File: src/rtl/buzzer_ctl_poly_if.sv
// rtl/buzzer_ctl_poly_if.sv - control and audio bundle for the polyphonic buzzer
// The sequencer drives through master; the tone generator sits on slave.
interface buzzer_ctl_poly_if #(
  parameter int NUM_CH = 2,
  parameter int DIV_W  = 22,
  parameter int VOL_W  = 4,
  parameter int DUR_W  = 12,
  parameter int AMP_W  = 16
);
  logic                    tick;
  logic [NUM_CH*DIV_W-1:0] note_div;
  logic [NUM_CH*VOL_W-1:0] volume;
  logic [NUM_CH*DUR_W-1:0] dur;
  logic [NUM_CH-1:0]       start;
  logic [NUM_CH-1:0]       stop;
  logic [NUM_CH-1:0]       busy;
  logic [AMP_W-1:0]        audio_out;

  modport master (
    output tick, note_div, volume, dur, start, stop,
    input  busy, audio_out
  );

  modport slave (
    input  tick, note_div, volume, dur, start, stop,
    output busy, audio_out
  );
endinterface

File: src/rtl/buzzer_ctl_poly.sv
// rtl/buzzer_ctl_poly.sv - multi-channel square-wave tone generator with saturating mixer
// Each channel runs its own divider and duration timer; contributions are summed into one PCM sample.
module buzzer_ctl_poly #(
  parameter int NUM_CH = 2,
  parameter int DIV_W  = 22,
  parameter int VOL_W  = 4,
  parameter int DUR_W  = 12,
  parameter int AMP_W  = 16
) (
  input  logic               clk,
  input  logic               rst_n,
  buzzer_ctl_poly_if.slave   bus
);
  localparam int SUM_W = AMP_W + $clog2(NUM_CH) + 1;
  localparam int SHIFT = AMP_W - 1 - VOL_W;
  localparam logic signed [SUM_W-1:0] SAT_MAX = SUM_W'((1 << (AMP_W - 1)) - 1);
  localparam logic signed [SUM_W-1:0] SAT_MIN = ~SAT_MAX;

  logic [NUM_CH-1:0] busy_q, busy_d;
  logic [NUM_CH-1:0] phase_q, phase_d;
  logic [NUM_CH-1:0] inf_q, inf_d;
  logic [DIV_W-1:0]  cnt_q [NUM_CH];
  logic [DIV_W-1:0]  cnt_d [NUM_CH];
  logic [DUR_W-1:0]  durc_q [NUM_CH];
  logic [DUR_W-1:0]  durc_d [NUM_CH];
  logic [AMP_W-1:0]  audio_out_q, audio_out_d;

  logic [DIV_W-1:0]        nd [NUM_CH];
  logic [DUR_W-1:0]        du [NUM_CH];
  logic signed [SUM_W-1:0] amp [NUM_CH];
  logic signed [SUM_W-1:0] sum;

  for (genvar c = 0; c < NUM_CH; c++) begin : g_ch
    assign nd[c]  = bus.note_div[c*DIV_W +: DIV_W];
    assign du[c]  = bus.dur[c*DUR_W +: DUR_W];
    assign amp[c] = $signed(SUM_W'(bus.volume[c*VOL_W +: VOL_W]) << SHIFT);
  end

  always_comb begin
    busy_d  = busy_q;
    phase_d = phase_q;
    inf_d   = inf_q;
    cnt_d   = cnt_q;
    durc_d  = durc_q;
    for (int c = 0; c < NUM_CH; c++) begin
      if (bus.start[c]) begin
        busy_d[c]  = 1'b1;
        cnt_d[c]   = '0;
        phase_d[c] = 1'b0;
        durc_d[c]  = du[c];
        inf_d[c]   = (du[c] == '0);
      end else if (bus.stop[c]) begin
        busy_d[c]  = 1'b0;
        cnt_d[c]   = '0;
        phase_d[c] = 1'b0;
      end else if (busy_q[c]) begin
        if (bus.tick && !inf_q[c] && durc_q[c] == DUR_W'(1)) begin
          busy_d[c]  = 1'b0;
          cnt_d[c]   = '0;
          phase_d[c] = 1'b0;
          durc_d[c]  = '0;
        end else begin
          if (bus.tick && !inf_q[c]) begin
            durc_d[c] = durc_q[c] - DUR_W'(1);
          end
          // >= rather than == so a lowered divider cuts the half-period short instead of wrapping
          if (nd[c] != '0) begin
            if (cnt_q[c] >= nd[c]) begin
              cnt_d[c]   = '0;
              phase_d[c] = ~phase_q[c];
            end else begin
              cnt_d[c] = cnt_q[c] + DIV_W'(1);
            end
          end
        end
      end
    end
  end

  always_comb begin
    sum = '0;
    for (int c = 0; c < NUM_CH; c++) begin
      if (busy_q[c] && nd[c] != '0) begin
        sum = phase_q[c] ? sum + amp[c] : sum - amp[c];
      end
    end
    if (sum > SAT_MAX) begin
      audio_out_d = SAT_MAX[AMP_W-1:0];
    end else if (sum < SAT_MIN) begin
      audio_out_d = SAT_MIN[AMP_W-1:0];
    end else begin
      audio_out_d = sum[AMP_W-1:0];
    end
  end

  always_ff @(posedge clk or negedge rst_n) begin
    if (!rst_n) begin
      busy_q      <= '0;
      phase_q     <= '0;
      inf_q       <= '0;
      cnt_q       <= '{default: '0};
      durc_q      <= '{default: '0};
      audio_out_q <= '0;
    end else begin
      busy_q      <= busy_d;
      phase_q     <= phase_d;
      inf_q       <= inf_d;
      cnt_q       <= cnt_d;
      durc_q      <= durc_d;
      audio_out_q <= audio_out_d;
    end
  end

  assign bus.busy      = busy_q;
  assign bus.audio_out = audio_out_q;
endmodule

File: src/flat_wrapper.sv
// flat-port wrapper written by rule: the top's interface ports become plain ports
module buzzer_ctl_poly_flat 
#(
  parameter int NUM_CH = 2,
  parameter int DIV_W  = 22,
  parameter int VOL_W  = 4,
  parameter int DUR_W  = 12,
  parameter int AMP_W  = 16
)
  (clk, rst_n, bus_tick, bus_note_div, bus_volume, bus_dur, bus_start, bus_stop, bus_busy, bus_audio_out);
  buzzer_ctl_poly_if #(.NUM_CH(NUM_CH), .DIV_W(DIV_W), .VOL_W(VOL_W), .DUR_W(DUR_W), .AMP_W(AMP_W)) bus_i ();
  input  logic clk;
  input  logic rst_n;
  input wire logic [$bits(bus_i.tick)-1:0] bus_tick;
  input wire logic [$bits(bus_i.note_div)-1:0] bus_note_div;
  input wire logic [$bits(bus_i.volume)-1:0] bus_volume;
  input wire logic [$bits(bus_i.dur)-1:0] bus_dur;
  input wire logic [$bits(bus_i.start)-1:0] bus_start;
  input wire logic [$bits(bus_i.stop)-1:0] bus_stop;
  output wire logic [$bits(bus_i.busy)-1:0] bus_busy;
  output wire logic [$bits(bus_i.audio_out)-1:0] bus_audio_out;
  assign bus_i.tick = bus_tick;
  assign bus_i.note_div = bus_note_div;
  assign bus_i.volume = bus_volume;
  assign bus_i.dur = bus_dur;
  assign bus_i.start = bus_start;
  assign bus_i.stop = bus_stop;
  assign bus_busy = bus_i.busy;
  assign bus_audio_out = bus_i.audio_out;
  buzzer_ctl_poly #(.NUM_CH(NUM_CH), .DIV_W(DIV_W), .VOL_W(VOL_W), .DUR_W(DUR_W), .AMP_W(AMP_W)) u_core (.clk(clk), .rst_n(rst_n), .bus(bus_i));
endmodule
File: config.mk
export PLATFORM = sky130hd
export DESIGN_NAME = buzzer_ctl_poly_flat
export DESIGN_NICKNAME = d
export VERILOG_FILES = /design/src/rtl/buzzer_ctl_poly_if.sv /design/src/rtl/buzzer_ctl_poly.sv /design/src/flat_wrapper.sv
export SDC_FILE = /design/constraint.sdc
export NUM_CORES = 1
export LEC_CHECK = 0
export ABC_AREA = 1
export ABC_CLOCK_PERIOD_IN_PS = 2800
export CORE_AREA = 2 2 115 117
export CTS_CLUSTER_DIAMETER = 150
export DETAILED_ROUTE_END_ITERATION = 10
export DIE_AREA = 0 0 117 119
export PLACE_DENSITY = 0.83
export RECOVER_POWER = 25
export SLEW_MARGIN = 15
export SYNTH_ARGS = -nofsm -noshare
export SYNTH_HDL_FRONTEND = slang
export SYNTH_SLANG_ARGS = --single-unit
File: constraint.sdc
create_clock -name clk -period 2.8 [get_ports clk]
set_input_delay 0.42 -clock clk [delete_from_list [all_inputs] [get_ports clk]]
set_output_delay 0.42 -clock clk [all_outputs]
set_load 0.005 [all_outputs]
=== Word-level counts from Yosys, hierarchy flattened ===
Cells that the tools add are included.

* Bits in writable memories: 0
* Register bits: 90
* Latch bits: 0
* Word-level logic and storage cells: 103
* Bits in read-only memories: 0
* Bits of input ports: 83
* Memories: 0

* Equal/unequal tests: 4
* Divide/modulo/power cells: 0
* Bitwise logic cells: 2
* Add/subtract/negate cells: 7
* Multiply operators: 0
* Shift-type cells: 0
* Reductions and logical operators: 28
* Mux-type cells: 48
* Magnitude comparators: 4

{| class="wikitable"
|+ Operator list
! operator !! count
|-
| two-way mux 22 bit || 12
|-
| two-way mux 12 bit || 10
|-
| two-way mux 18 bit || 4
|-
| adder 22 x 1 -> 22 bit, second input constant || 2
|-
| greater-or-equal comparator 22 bit || 2
|-
| nonzero test 22 bit || 2
|-
| two-way mux 16 bit || 2
|-
| equality test 12 x 1 -> 1 bit, second input constant || 2
|-
| zero test 12 bit || 2
|-
| subtractor 12 x 1 -> 12 bit, second input constant || 2
|-
| two-way mux 1 bit || 20
|-
| adder 18 x 16 -> 18 bit || 1
|-
| greater-than comparator 18 x 16 -> 1 bit, second input constant || 1
|-
| < comparator 18 x 16 -> 1 bit, second input constant || 1
|-
| subtractor 18 x 16 -> 18 bit || 1
|-
| nonzero test 4 bit || 4
|-
| subtractor 1 x 15 -> 16 bit, first input constant || 1
|-
| AND reduction 3 bit || 4
|-
| nonzero test 3 bit || 4
|-
| logical AND 1 bit || 6
|-
| inequality test 2 bit, second input constant || 2
|-
| AND reduction 2 bit || 2
|-
| nonzero test 2 bit || 2
|-
| zero test 1 bit || 2
|-
| inverter 1 bit || 2
|}

=== Longest topological paths before layout ===
Gate-level depths: netlist of run 1.

* Depth after elaboration: 9
* Gate-level depth with buffers: 19
* Mapped depth without buffers: 19

=== Worst setup path after synthesis of run 1 ===
No wires, ideal clock.

* Kind: input -> register
* Start point: input bus_note_div[1]
* End point: register u_core.audio_out_q[11] (netlist: u_core.bus.audio_out[11])
* Cell stages on the path: 17
* Path buffers: 0
* Arrival time: 2.274 ns
* Setup slack: 0.405 ns
* Cells stage by stage: nor2_1 nand2_1 nor2_1 nand3_1 nand2_1 inv_1 o21ai_0 inv_1 fa_1 nand3_1 nand2_1 nand2_1 nor2_1 nor3_1 nor2_1 nand2_1 nand2_1

* Longest elaborated chain between the ends: 9
* Elaborated cells on any way between the ends: 11
* Those cells by class: add/sub (2); order compare (2); mux (5); reduce/logical (2)

{| class="wikitable"
|+ RTL lines
! element !! RTL line !! text
|-
| start: declaration || flat_wrapper.sv:15 || <nowiki>input wire logic [$bits(bus_i.note_div)-1:0] bus_note_div;</nowiki>
|-
| nonzero test 22 bit (*) || buzzer_ctl_poly.sv:83 || <nowiki>if (busy_q[c] && nd[c] != '0) begin</nowiki>
|-
| logical AND 1 bit (*) || buzzer_ctl_poly.sv:83 ||
|-
| two-way mux 18 bit (*) || buzzer_ctl_poly.sv:83 ||
|-
| subtractor 18 x 16 -> 18 bit / adder 18 x 16 -> 18 bit (equally long branches) || buzzer_ctl_poly.sv:84 || <nowiki>sum = phase_q[c] ? sum + amp[c] : sum - amp[c];</nowiki>
|-
| two-way mux 18 bit || buzzer_ctl_poly.sv:84 ||
|-
| two-way mux 18 bit (*) || buzzer_ctl_poly.sv:83 ||
|-
| < comparator 18 x 16 -> 1 bit || buzzer_ctl_poly.sv:89 || <nowiki>end else if (sum < SAT_MIN) begin</nowiki>
|-
| two-way mux 16 bit || buzzer_ctl_poly.sv:89 ||
|-
| two-way mux 16 bit (*) || buzzer_ctl_poly.sv:87 || <nowiki>if (sum > SAT_MAX) begin</nowiki>
|-
| net u_core.audio_out_d[11] || buzzer_ctl_poly.sv:26 || <nowiki>logic [AMP_W-1:0] audio_out_q, audio_out_d;</nowiki>
|-
| end signal: assignment || buzzer_ctl_poly.sv:110 || <nowiki>audio_out_q <= audio_out_d;</nowiki>
|-
| end: declaration || buzzer_ctl_poly.sv:26 ||
|}

Mark *: on every way through the listed nets, which the timed path passes. The rest lies on a longest branch.
A chain may end at the register's enable or synchronous reset.

=== Worst setup path after layout of run 1 ===
* Start point: input bus_note_div[14]
* End point: register u_core.audio_out_q[11] (netlist: u_core.bus.audio_out[11])

Same word-level chain as after synthesis.

==> results.json, run 1 <==
{
  "finalHoldViolCount": 0,
  "cts-root-buf": "sky130_fd_sc_hd__clkbuf_16",
  "grt_pass1_wl_um": 29700,
  "achievable-frequency_mhz": 379,
  "setup_crit_end_kind": "register",
  "first_global_vias": 6592,
  "final.setup.tns_ps": 0,
  "final_max_slew_viol_count": 0,
  "std_cell_rows": 42,
  "mappedNetlistNets": 1114,
  "synthMostInstantiatedCell": "sky130_fd_sc_hd__nand2_1",
  "timing.rr.end": "u_core.bus.audio_out[11]",
  "worst-endpoint-arrival_ps": 2870,
  "synthesis.area_per_instance_um2": 7.13,
  "clock_insertion_delay_worst_skew_ps": 340,
  "synth_top_area_frac": 0.289,
  "power.ir.vdd_worst_uv": 286,
  "antenna_left": 0,
  "final_nets": 1237,
  "fin_worst_skew_ps": 6.23,
  "drive_above_1_share": 0.105,
  "drt_wl_total_um": 17600,
  "floorplan.core_area_um2": 12900,
  "postLayoutCellArea_um2": 8610,
  "start_util": 0.538,
  "first_iter_violations": 411,
  "detail_route.first_pass.iterations": 5,
  "timing.critical_path.from_type": "input pin",
  "post_synth_main_area_contributors": "sky130_fd_sc_hd__dfrtp_1 (29%), sky130_fd_sc_hd__nand2_1 (11%), sky130_fd_sc_hd__ha_1 (10%)",
  "async_reset_ff_frac": 1.00,
  "ys_top_cells_by_count": "sky130_fd_sc_hd__nand2_1 (203), sky130_fd_sc_hd__inv_1 (152), sky130_fd_sc_hd__nor2_1 (95), sky130_fd_sc_hd__dfrtp_1 (80), sky130_fd_sc_hd__ha_1 (58)",
  "groute.usage.overall": 0.266,
  "detailed_place_hpwl_um": 14100,
  "worstHoldPathType": "in -> async",
  "dieWidth_um": 117,
  "launching_instance_or_port_of_the_critical_path": "bus_note_div[14]",
  "synthFlopType": "sky130_fd_sc_hd__dfrtp_1",
  "period_minus_slack_ps": 2640,
  "timing.critical_path.fanout_max": 5,
  "wl_per_cell_um": 13.8,
  "grt_antenna_before_repair": 0,
  "synth_sequential_area_ratio": 0.289,
  "slew_headroom": 0.240,
  "status": "finished, final reports clean",
  "setup.worst_path.class": "in -> reg",
  "clkSlewWorstSetupHoldPaths_ps": 60,
  "worst_pin_slew_ps": 1140,
  "cts.path.max_buffers": 2,
  "count_of_h_tree_levels_built_during_cts": 3,
  "tritoncts_clock_tree": "done",
  "die_y_um": 119,
  "globalplace.congestion": 0.907,
  "setup_viol_count_final": 0,
  "ff_latch_area_um2": 2000,
  "cts.repair_timing.setup_buffer_count": 0,
  "postSynthCellCount": 972,
  "crit_required_ps": 3030,
  "cap_viol_max_count": 0,
  "hold_buf_cts": 0,
  "dieArea_um2": 13900,
  "num_antenna_cells": 0,
  "synth_enable_flop_cells": 0,
  "timing.critical_path.cells": "clkdlybuf4s50_1, nor2_1, nand2_1, nor2_1, nand3_2, nand2_2, inv_1, o21ai_2, inv_2, ha_1, a21o_1, a21oi_2, nor2_1, nand3_1, nand3_1, nand3_1, nand2_1, nand2_2, nand2_1",
  "flow.area_growth_from_synthesis_pct": 24.2,
  "synth_seq_cells": 80,
  "reg2regPathDepth": 12,
  "slowest_stage": "sky130_fd_sc_hd__clkdlybuf4s50_1",
  "synth_top_cell_by_area": "sky130_fd_sc_hd__dfrtp_1",
  "finalCritPeriodShare": 0.941,
  "num-fill-cells": 1107,
  "number_of_warnings_reported_in_the_yosys_synthesis_log": 0,
  "via_per_inst": 5.38,
  "via_count": 6869,
  "synth_cell_type_count": 53,
  "p_leak_uw": 0.00405,
  "post_dp_cell_area_um2": 8270,
  "ff2ff_setup_slack_ps": 410,
  "post-route-drc-count": 0,
  "ctsResizeCount": 0,
  "slowest_delay_ps": 410,
  "synth_area_um2": 6930,
  "numPortBuffers": 100,
  "numClockSinks": 80,
  "num_io_pins": 101,
  "pin_count_of_the_biggest_net_entering_global_routing": 44,
  "gr-total-overflow": 0,
  "power_per_cell_area_nw_per_um2": 412,
  "critical_path.reg2reg.startpoint": "u_core.phase_q[1]",
  "cts_inserted_buffers": 9,
  "multi_input_gate_area_in_the_final_layout_um2": 4230
}
## worst max path at each step
stage	endpoint	depth (start not counted)
3_5_place_dp	u_core.bus.audio_out[11]	18
3_3_place_gp	u_core.bus.audio_out[14]	18
5_1_grt	u_core.bus.audio_out[13]	20
2_1_floorplan	u_core.bus.audio_out[11]	17
4_1_cts	u_core.bus.audio_out[11]	18
6_report	u_core.bus.audio_out[11]	19
## worst max-delay path, delay by kind of cell
family | cells | cell delay, ps
compound gates | 3 | 410
fa+ha+maj | 1 | 280
buf+inv | 3 | 530
simple gates | 12 | 1220
## area by class of cell
type,instances,share of cell area
Clock buffer,10,0.0278
Multi-Input combinational cell,711,0.492
Timing Repair Buffer,132,0.143
Inverter,161,0.0715
Sequential cell,80,0.233
Clock inverter,6,0.00785
Tap cell,176,0.0256
## cell usage in the layout (no fill, tap or decap), drive strengths merged, types with 7 or more instances in the layout
master	instances
nor3	54
xor2	32
xnor2	7
ha	58
dfrtp	80
o21ai	49
nor4	21
nand4	45
clkbuf	12
buf	31
nand2	213
o211ai	14
inv	159
clkdlybuf4s50	99
nand3	59
a21oi	27
nor2	105
## power breakdown
part	internal, uW	switching, uW	leakage, uW
Combinational	514	489	0.00286
Clock	719	491	0.000150
Sequential	1250	86.6	0.00105
## cells by family (layout without fill, tap and decap cells)
group,count (synthesis),in the layout,share of synthesized area
xor gates and xnor gates,39,39,0.0493
and+or+nand+nor,504,504,0.356
buffers and inverters,181,309,0.107
DFF,80,80,0.289
adders and majority gates,59,59,0.108
AOI/OAI and AO/OA,109,109,0.0915
## state kept, by name, indices dropped and copies added (netlist names)
name / count
u_core.durc_q: 24
u_core.phase_q: 2
u_core.bus.busy: 2
u_core.bus.audio_out: 6
u_core.cnt_q: 44
u_core.inf_q: 2
## metrics by stage
stage | instances | hold WS (ps) | total power (uW) | worst slack, ps | utilization
2_1_floorplan | 972 | 124 | 1900 | 405 | -
3_3_place_gp | 1260 | 450 | 2310 | -254 | 0.642
3_5_place_dp | 1260 | 458 | 2340 | -329 | 0.642
4_1_cts | 1276 | 96.1 | 3550 | 20.9 | 0.666
5_1_grt | 1276 | 404 | 3760 | -9.52 | 0.669
6_report | 1276 | 286 | 3550 | 164 | 0.669
## layer usage
| metal | share of wire | vias up | track usage | wire (um) |
|---|---|---|---|---|
| met5 | 0 | - | 0 | 0 |
| met4 | 0.025 | 0 | 0.0912 | 438 |
| met3 | 0.044 | 40 | 0.0321 | 774 |
| met2 | 0.50 | 184 | 0.462 | 8840 |
| met1 | 0.43 | 3167 | 0.339 | 7580 |
| li1 | - | 3478 | - | - |
Power figures use the tool's default switching activity.
==> inputs of run 2 (changes only) <==
--- a/config.mk
+++ b/config.mk
@@ -7,10 +7,11 @@
 export LEC_CHECK = 0
 export ABC_AREA = 1
 export ABC_CLOCK_PERIOD_IN_PS = 2800
-export CORE_AREA = 2 2 115 117
+export CORE_AREA = 10 10 123 125
 export CTS_CLUSTER_DIAMETER = 150
 export DETAILED_ROUTE_END_ITERATION = 10
-export DIE_AREA = 0 0 117 119
+export DIE_AREA = 0 0 133 135
+export HOLD_SLACK_MARGIN = 0.05
 export PLACE_DENSITY = 0.83
 export RECOVER_POWER = 25
 export SLEW_MARGIN = 15
==> run 2 against run 1 <==
Net effect: the flow now finishes with violations (capacitance limit, slew limit); global-route usage is 6.2 points lower; final area is 0.97% lower; utilization is 0.96 points higher; die area is 29% higher; clock skew is 1.6 ps higher; wire length is 3.2% higher; flip-flop and latch count stayed put; cell count is 0.86% lower; combinational power hardly changed; critical path depth is 1 lower.
==> results.json, run 2 (synthesized netlist as in run 1, its figures left out) <==
{
  "finalPower_uw": 3490,
  "clkSlewWorstSetupHoldPaths_ps": 60,
  "timing.rr.end": "u_core.bus.audio_out[11]",
  "std_cell_rows": 41,
  "first_global_vias": 6680,
  "crit_required_ps": 3030,
  "numPortBuffers": 100,
  "setup_crit_end_kind": "register",
  "power.share.switching": 0.299,
  "worstHoldPathType": "reg -> reg",
  "floorplan.core_area_um2": 12600,
  "grtUsageMet3": 0.0371,
  "worst-endpoint-arrival_ps": 2810,
  "clock_insertion_delay_worst_skew_ps": 340,
  "num_antenna_cells": 0,
  "whs_path_depth": 2,
  "dieWidth_um": 133,
  "grt_use_met2": 0.361,
  "pin_count_of_the_biggest_net_entering_global_routing": 81,
  "timing.critical_path.from_type": "input pin",
  "achievable-frequency_mhz": 386,
  "cap_viol_max_count": 1,
  "ctsResizeCount": 0,
  "grtUsageMet1": 0.248,
  "drt_wl_total_um": 18200,
  "post-route-drc-count": 0,
  "failed_checks": "capacitance limit, slew limit",
  "grt_pass1_wl_um": 31200,
  "holdCritStartpoint": "u_core.durc_q[23]",
  "timing.critical_path.fanout_max": 5,
  "top_register": "u_core.cnt_q",
  "power.ir.vdd_worst_uv": 297,
  "final_core_utilization": 0.678,
  "cts.repair_timing.setup_buffer_count": 0,
  "reg2regPathDepth": 15,
  "sequentialPowerShare": 0.382,
  "largest_register_ff_count": 44,
  "antenna_left": 0,
  "final_max_slew_viol_count": 81,
  "num_io_pins": 101,
  "status": "complete, but fails checks",
  "final_nets": 1231,
  "ff2ff_setup_slack_ps": 510,
  "drive_above_1_share": 0.0924,
  "mostFrequentLayoutCell": "sky130_fd_sc_hd__nand2_1",
  "p_int_uw": 2450,
  "groute.usage.overall": 0.204,
  "hold_path_end": "u_core.durc_q[23]",
  "hold_buf_cts": 0,
  "comb_power_share": 0.287,
  "dp.cells": 1250,
  "finalHoldViolCount": 0,
  "setup.worst_path.class": "in -> reg",
  "via_count": 6821,
  "period_minus_slack_ps": 2590,
  "most-common-layout-cells": "sky130_fd_sc_hd__nand2_1 (200), sky130_fd_sc_hd__inv_1 (152), sky130_fd_sc_hd__clkdlybuf4s50_1 (99)",
  "tritoncts_clock_tree": "done",
  "setup_viol_count_final": 0,
  "net-switching-power_uw": 1040,
  "via_per_inst": 5.39,
  "p_leak_uw": 0.00402,
  "worst_pin_slew_ps": 2030,
  "cts.path.max_buffers": 2,
  "detailed_place_hpwl_um": 14500,
  "wl_per_cell_um": 14.4,
  "detail_route.first_pass.iterations": 5,
  "flow.area_growth_from_synthesis_pct": 23.0,
  "numClockSinks": 80,
  "slew_headroom": -0.350,
  "clock_power_share": 0.331,
  "globalplace.congestion": 0.941,
  "dieArea_um2": 18000,
  "count_of_h_tree_levels_built_during_cts": 3,
  "start_util": 0.552,
  "cts_inserted_buffers": 9,
  "first_iter_violations": 500,
  "fin_worst_skew_ps": 7.83,
  "gr-total-overflow": 0,
  "power_per_cell_area_nw_per_um2": 410,
  "grt_antenna_before_repair": 0,
  "die_y_um": 135,
  "instances_no_fill": 1265,
  "fin_hold_ws_ps": 532,
  "finalCritPeriodShare": 0.924,
  "globalRoute.busiestLayer": "met2",
  "critical_path.reg2reg.startpoint": "u_core.phase_q[0]",
  "cts-root-buf": "sky130_fd_sc_hd__clkbuf_16"
}
## run 2: how the worst max path moves through the flow
stage                      from                       end  cells past startpoint
2_1_floorplan   bus_note_div[1]  u_core.bus.audio_out[11]                     17
3_3_place_gp    bus_note_div[4]  u_core.bus.audio_out[14]                     18
3_5_place_dp    bus_note_div[4]  u_core.bus.audio_out[11]                     19
4_1_cts         bus_note_div[4]  u_core.bus.audio_out[11]                     19
5_1_grt        bus_note_div[20]  u_core.bus.audio_out[13]                     19
6_report        bus_note_div[1]  u_core.bus.audio_out[11]                     18
## run 2: final cells by class
cell class                      instances  area [um^2]
Clock buffer                           10          229
Clock inverter                          5         56.3
Fill cell                            1071         4040
Inverter                              161          616
Multi-Input combinational cell        711         4220
Sequential cell                        80         2000
Tap cell                              172          215
Timing Repair Buffer                  126         1190
## run 2: per-stage QoR
stage          instance area (um^2)  setup WS [ps]  setup TNS (ps)
2_1_floorplan                  6930            405               0
3_3_place_gp                   8220           -167            -877
3_5_place_dp                   8220           -247           -1330
4_1_cts                        8500            100               0
5_1_grt                        8520          -11.9           -18.7
6_report                       8520            212               0
## run 2: critical path, cell delays in order
cell	delay [ps]
sky130_fd_sc_hd__clkdlybuf4s50_1	430
sky130_fd_sc_hd__nor2_1	130
sky130_fd_sc_hd__nand2_1	70
sky130_fd_sc_hd__nor2_1	120
sky130_fd_sc_hd__nand3_2	110
sky130_fd_sc_hd__nand2_2	100
sky130_fd_sc_hd__inv_1	60
sky130_fd_sc_hd__o21ai_0	90
sky130_fd_sc_hd__inv_1	110
sky130_fd_sc_hd__fa_2	380
sky130_fd_sc_hd__nand3_1	90
sky130_fd_sc_hd__nand2_1	90
sky130_fd_sc_hd__nand2_1	70
sky130_fd_sc_hd__nor2_1	50
sky130_fd_sc_hd__nor3_2	230
sky130_fd_sc_hd__nor2_1	100
sky130_fd_sc_hd__nand2_2	110
sky130_fd_sc_hd__nand2_1	60
## run 2: per-layer routing
layer / vias up / part of all wire
met3: 35 / 0.050
met5: - / 0
met1: 3107 / 0.43
met4: 0 / 0.017
li1: 3469 / -
met2: 210 / 0.50
## run 2: power groups by stage
stage               combinational [uW]  clock, uW  sequential [uW]
global placement                   968          0             1350
global route                      1120       1220             1350
detailed placement                 992          0             1350
floorplan                          558          0             1340
CTS                                997       1170             1330
finish                            1000       1160             1330
==> inputs of run 3 (changes only) <==
--- a/config.mk
+++ b/config.mk
@@ -11,6 +11,7 @@
 export CTS_CLUSTER_DIAMETER = 150
 export DETAILED_ROUTE_END_ITERATION = 10
 export DIE_AREA = 0 0 133 135
+export GPL_TIMING_DRIVEN = 0
 export HOLD_SLACK_MARGIN = 0.05
 export PLACE_DENSITY = 0.83
 export RECOVER_POWER = 25
==> run 3 against run 2 <==
Net effect: the run still ends with capacitance limit, slew limit left; count of clock-buffer cells in the layout unchanged; setup slack better by 8.0 ps; combinational power up 6%; sequential share of layout area down 0.20 points; critical path depth up 2; register-to-register slack worse by 20 ps; wire length down 0.56%; maximum frequency up 0.31%; power up 6.5%.
==> results.json, run 3 (synthesized netlist as in run 1, its figures left out) <==
{
  "slowest_stage": "sky130_fd_sc_hd__clkdlybuf4s50_1",
  "most-common-layout-cells": "sky130_fd_sc_hd__nand2_1 (199), sky130_fd_sc_hd__inv_1 (151), sky130_fd_sc_hd__clkdlybuf4s50_1 (94)",
  "cts_inserted_buffers": 9,
  "gr-total-overflow": 0,
  "status": "complete, but fails checks",
  "floorplan.core_area_um2": 12600,
  "cts-root-buf": "sky130_fd_sc_hd__clkbuf_16",
  "via_count": 6800,
  "failed_checks": "capacitance limit, slew limit",
  "worst-endpoint-arrival_ps": 2860,
  "slew_headroom": -0.276,
  "detailed_place_hpwl_um": 14400,
  "setup_crit_end_kind": "register",
  "period_minus_slack_ps": 2580,
  "num_antenna_cells": 0,
  "dp.cells": 1244,
  "tritoncts_clock_tree": "done",
  "via_per_inst": 5.39,
  "num_io_pins": 101,
  "final_nets": 1229,
  "globalplace.congestion": 0.953,
  "wl_per_cell_um": 14.3,
  "fin_worst_skew_ps": 5.85,
  "grt_pass1_wl_um": 30400,
  "worst_pin_slew_ps": 1910,
  "final_max_slew_viol_count": 32,
  "drive_above_1_share": 0.0936,
  "die_y_um": 135,
  "ff2ff_setup_slack_ps": 490,
  "timing.critical_path.mode_cell": "sky130_fd_sc_hd__nand2_1",
  "top_register": "u_core.cnt_q",
  "numClockSinks": 80,
  "grt_antenna_before_repair": 0,
  "pin_count_of_the_biggest_net_entering_global_routing": 50,
  "antenna_left": 0,
  "timing.critical_path.fanout_max": 4,
  "first_iter_violations": 498,
  "final_core_utilization": 0.684,
  "start_util": 0.552,
  "achievable-frequency_mhz": 388,
  "groute.usage.overall": 0.200,
  "detail_route.first_pass.iterations": 6,
  "count_of_h_tree_levels_built_during_cts": 3,
  "dieWidth_um": 133,
  "clock_insertion_delay_worst_skew_ps": 340,
  "post-route-drc-count": 0,
  "first_global_vias": 6543,
  "num-fill-cells": 1077,
  "cap_viol_max_count": 1,
  "power.ir.vdd_worst_uv": 367,
  "std_cell_rows": 41,
  "timing.critical_path.from_type": "input pin",
  "setup_viol_count_final": 0,
  "largest_register_ff_count": 44,
  "cts.path.max_buffers": 2,
  "worstHoldPathType": "in -> reg",
  "finalHoldViolCount": 0,
  "power_per_cell_area_nw_per_um2": 433,
  "setup.worst_path.class": "in -> reg",
  "timing.critical_path.cells": "clkdlybuf4s50_1, nor2_1, nand2_1, nor2_2, nand3_2, nand2_4, inv_1, o21ai_2, inv_2, ha_1, a21o_1, a21oi_2, nor2_1, nand3_1, nand2_1, nand2_2, nand4_1, nand2_2, nand2_1, nand2_1",
  "slowest_delay_ps": 430,
  "finalCritPeriodShare": 0.921,
  "flow.area_growth_from_synthesis_pct": 24.0,
  "drt_wl_total_um": 18100,
  "postLayoutCellArea_um2": 8600,
  "crit_required_ps": 3080,
  "post_dp_cell_area_um2": 8160,
  "instances_no_fill": 1262,
  "numPortBuffers": 99,
  "dieArea_um2": 18000,
  "clkSlewWorstSetupHoldPaths_ps": 60,
  "fin_hold_ws_ps": 489,
  "p_leak_uw": 0.00403,
  "mostFrequentLayoutCell": "sky130_fd_sc_hd__nand2_1"
}
-- run 3: cell types whose count changed in the layout (fill, tap and decap cells not counted), moves of 3 or more --
cell / change
sky130_fd_sc_hd__nor2_2: +6
sky130_fd_sc_hd__buf_4: -12
sky130_fd_sc_hd__nor2_1: -6
sky130_fd_sc_hd__dlymetal6s2s_1: +3
sky130_fd_sc_hd__clkbuf_1: +8
sky130_fd_sc_hd__clkdlybuf4s50_1: -5
-- run 3: worst max-delay path: cells and delay by family --
| family | cells | cell delay [ps] |
|---|---|---|
| buffers and inverters | 3 | 550 |
| AOI/OAI and AO/OA | 3 | 420 |
| and+or+nand+nor | 13 | 1190 |
| adders and majority gates | 1 | 260 |
-- run 3: path summary, 6_finish.rpt --
kind / startpoint / endpoint / cells past startpoint
worst min register to register: u_core.durc_q[23] / u_core.durc_q[23] / 2
worst max-delay path: bus_note_div[3] / u_core.bus.audio_out[14] / 20
max in group asynchronous: rst_n / u_core.durc_q[17] / 2
worst min-delay path: bus_start[0] / u_core.durc_q[23] / 3
min in group asynchronous: rst_n / u_core.cnt_q[16] / 2
worst max register to register: u_core.cnt_q[17] / u_core.phase_q[1] / 12
-- run 3: layout make-up --
class	count	area, um^2	share of cell area
plain buffers	20	125	0.0146
clock buffers	10	229	0.0266
repair buffers	104	1050	0.122
inverters	161	616	0.0716
flip-flops and latches	80	2000	0.233
clock inverters	4	95.1	0.0111
well taps	172	215	0.0250
multi-input cells	711	4260	0.496
-- run 3: report_power, final --
group | internal [uW] | switching (uW)
registers | 1250 | 87.2
logic | 563 | 501
clock network | 860 | 459
total | 2670 | 1050
-- run 3: layer usage --
layer,share of wire,GRT usage
met1,0.44,0.251
met2,0.49,0.338
met3,0.054,0.0478
met4,0.016,0.0526
met5,0,0
-- run 3: what timing repair did --
action                                 4_1_cts  5_1_grt
gates cloned                                 0        0
setup endpoints to repair                    5        6
hold buffers                                 1        0
resized for setup                            6       20
setup buffers                                0        3
endpoints found under the hold margin       31        0
pin swaps                                    0       13
-- run 3: per-stage QoR --
| step | worst slack, ps | TNS [ps] | power, uW |
|---|---|---|---|
| after global routing | -39.1 | -107 | 3950 |
| after CTS | 2.35 | 0 | 3730 |
| after global placement | -1590 | -129940 | 2360 |
| after floorplan | 405 | 0 | 1900 |
| final | 220 | 0 | 3720 |
| after detailed placement | -593 | -3290 | 2390 |
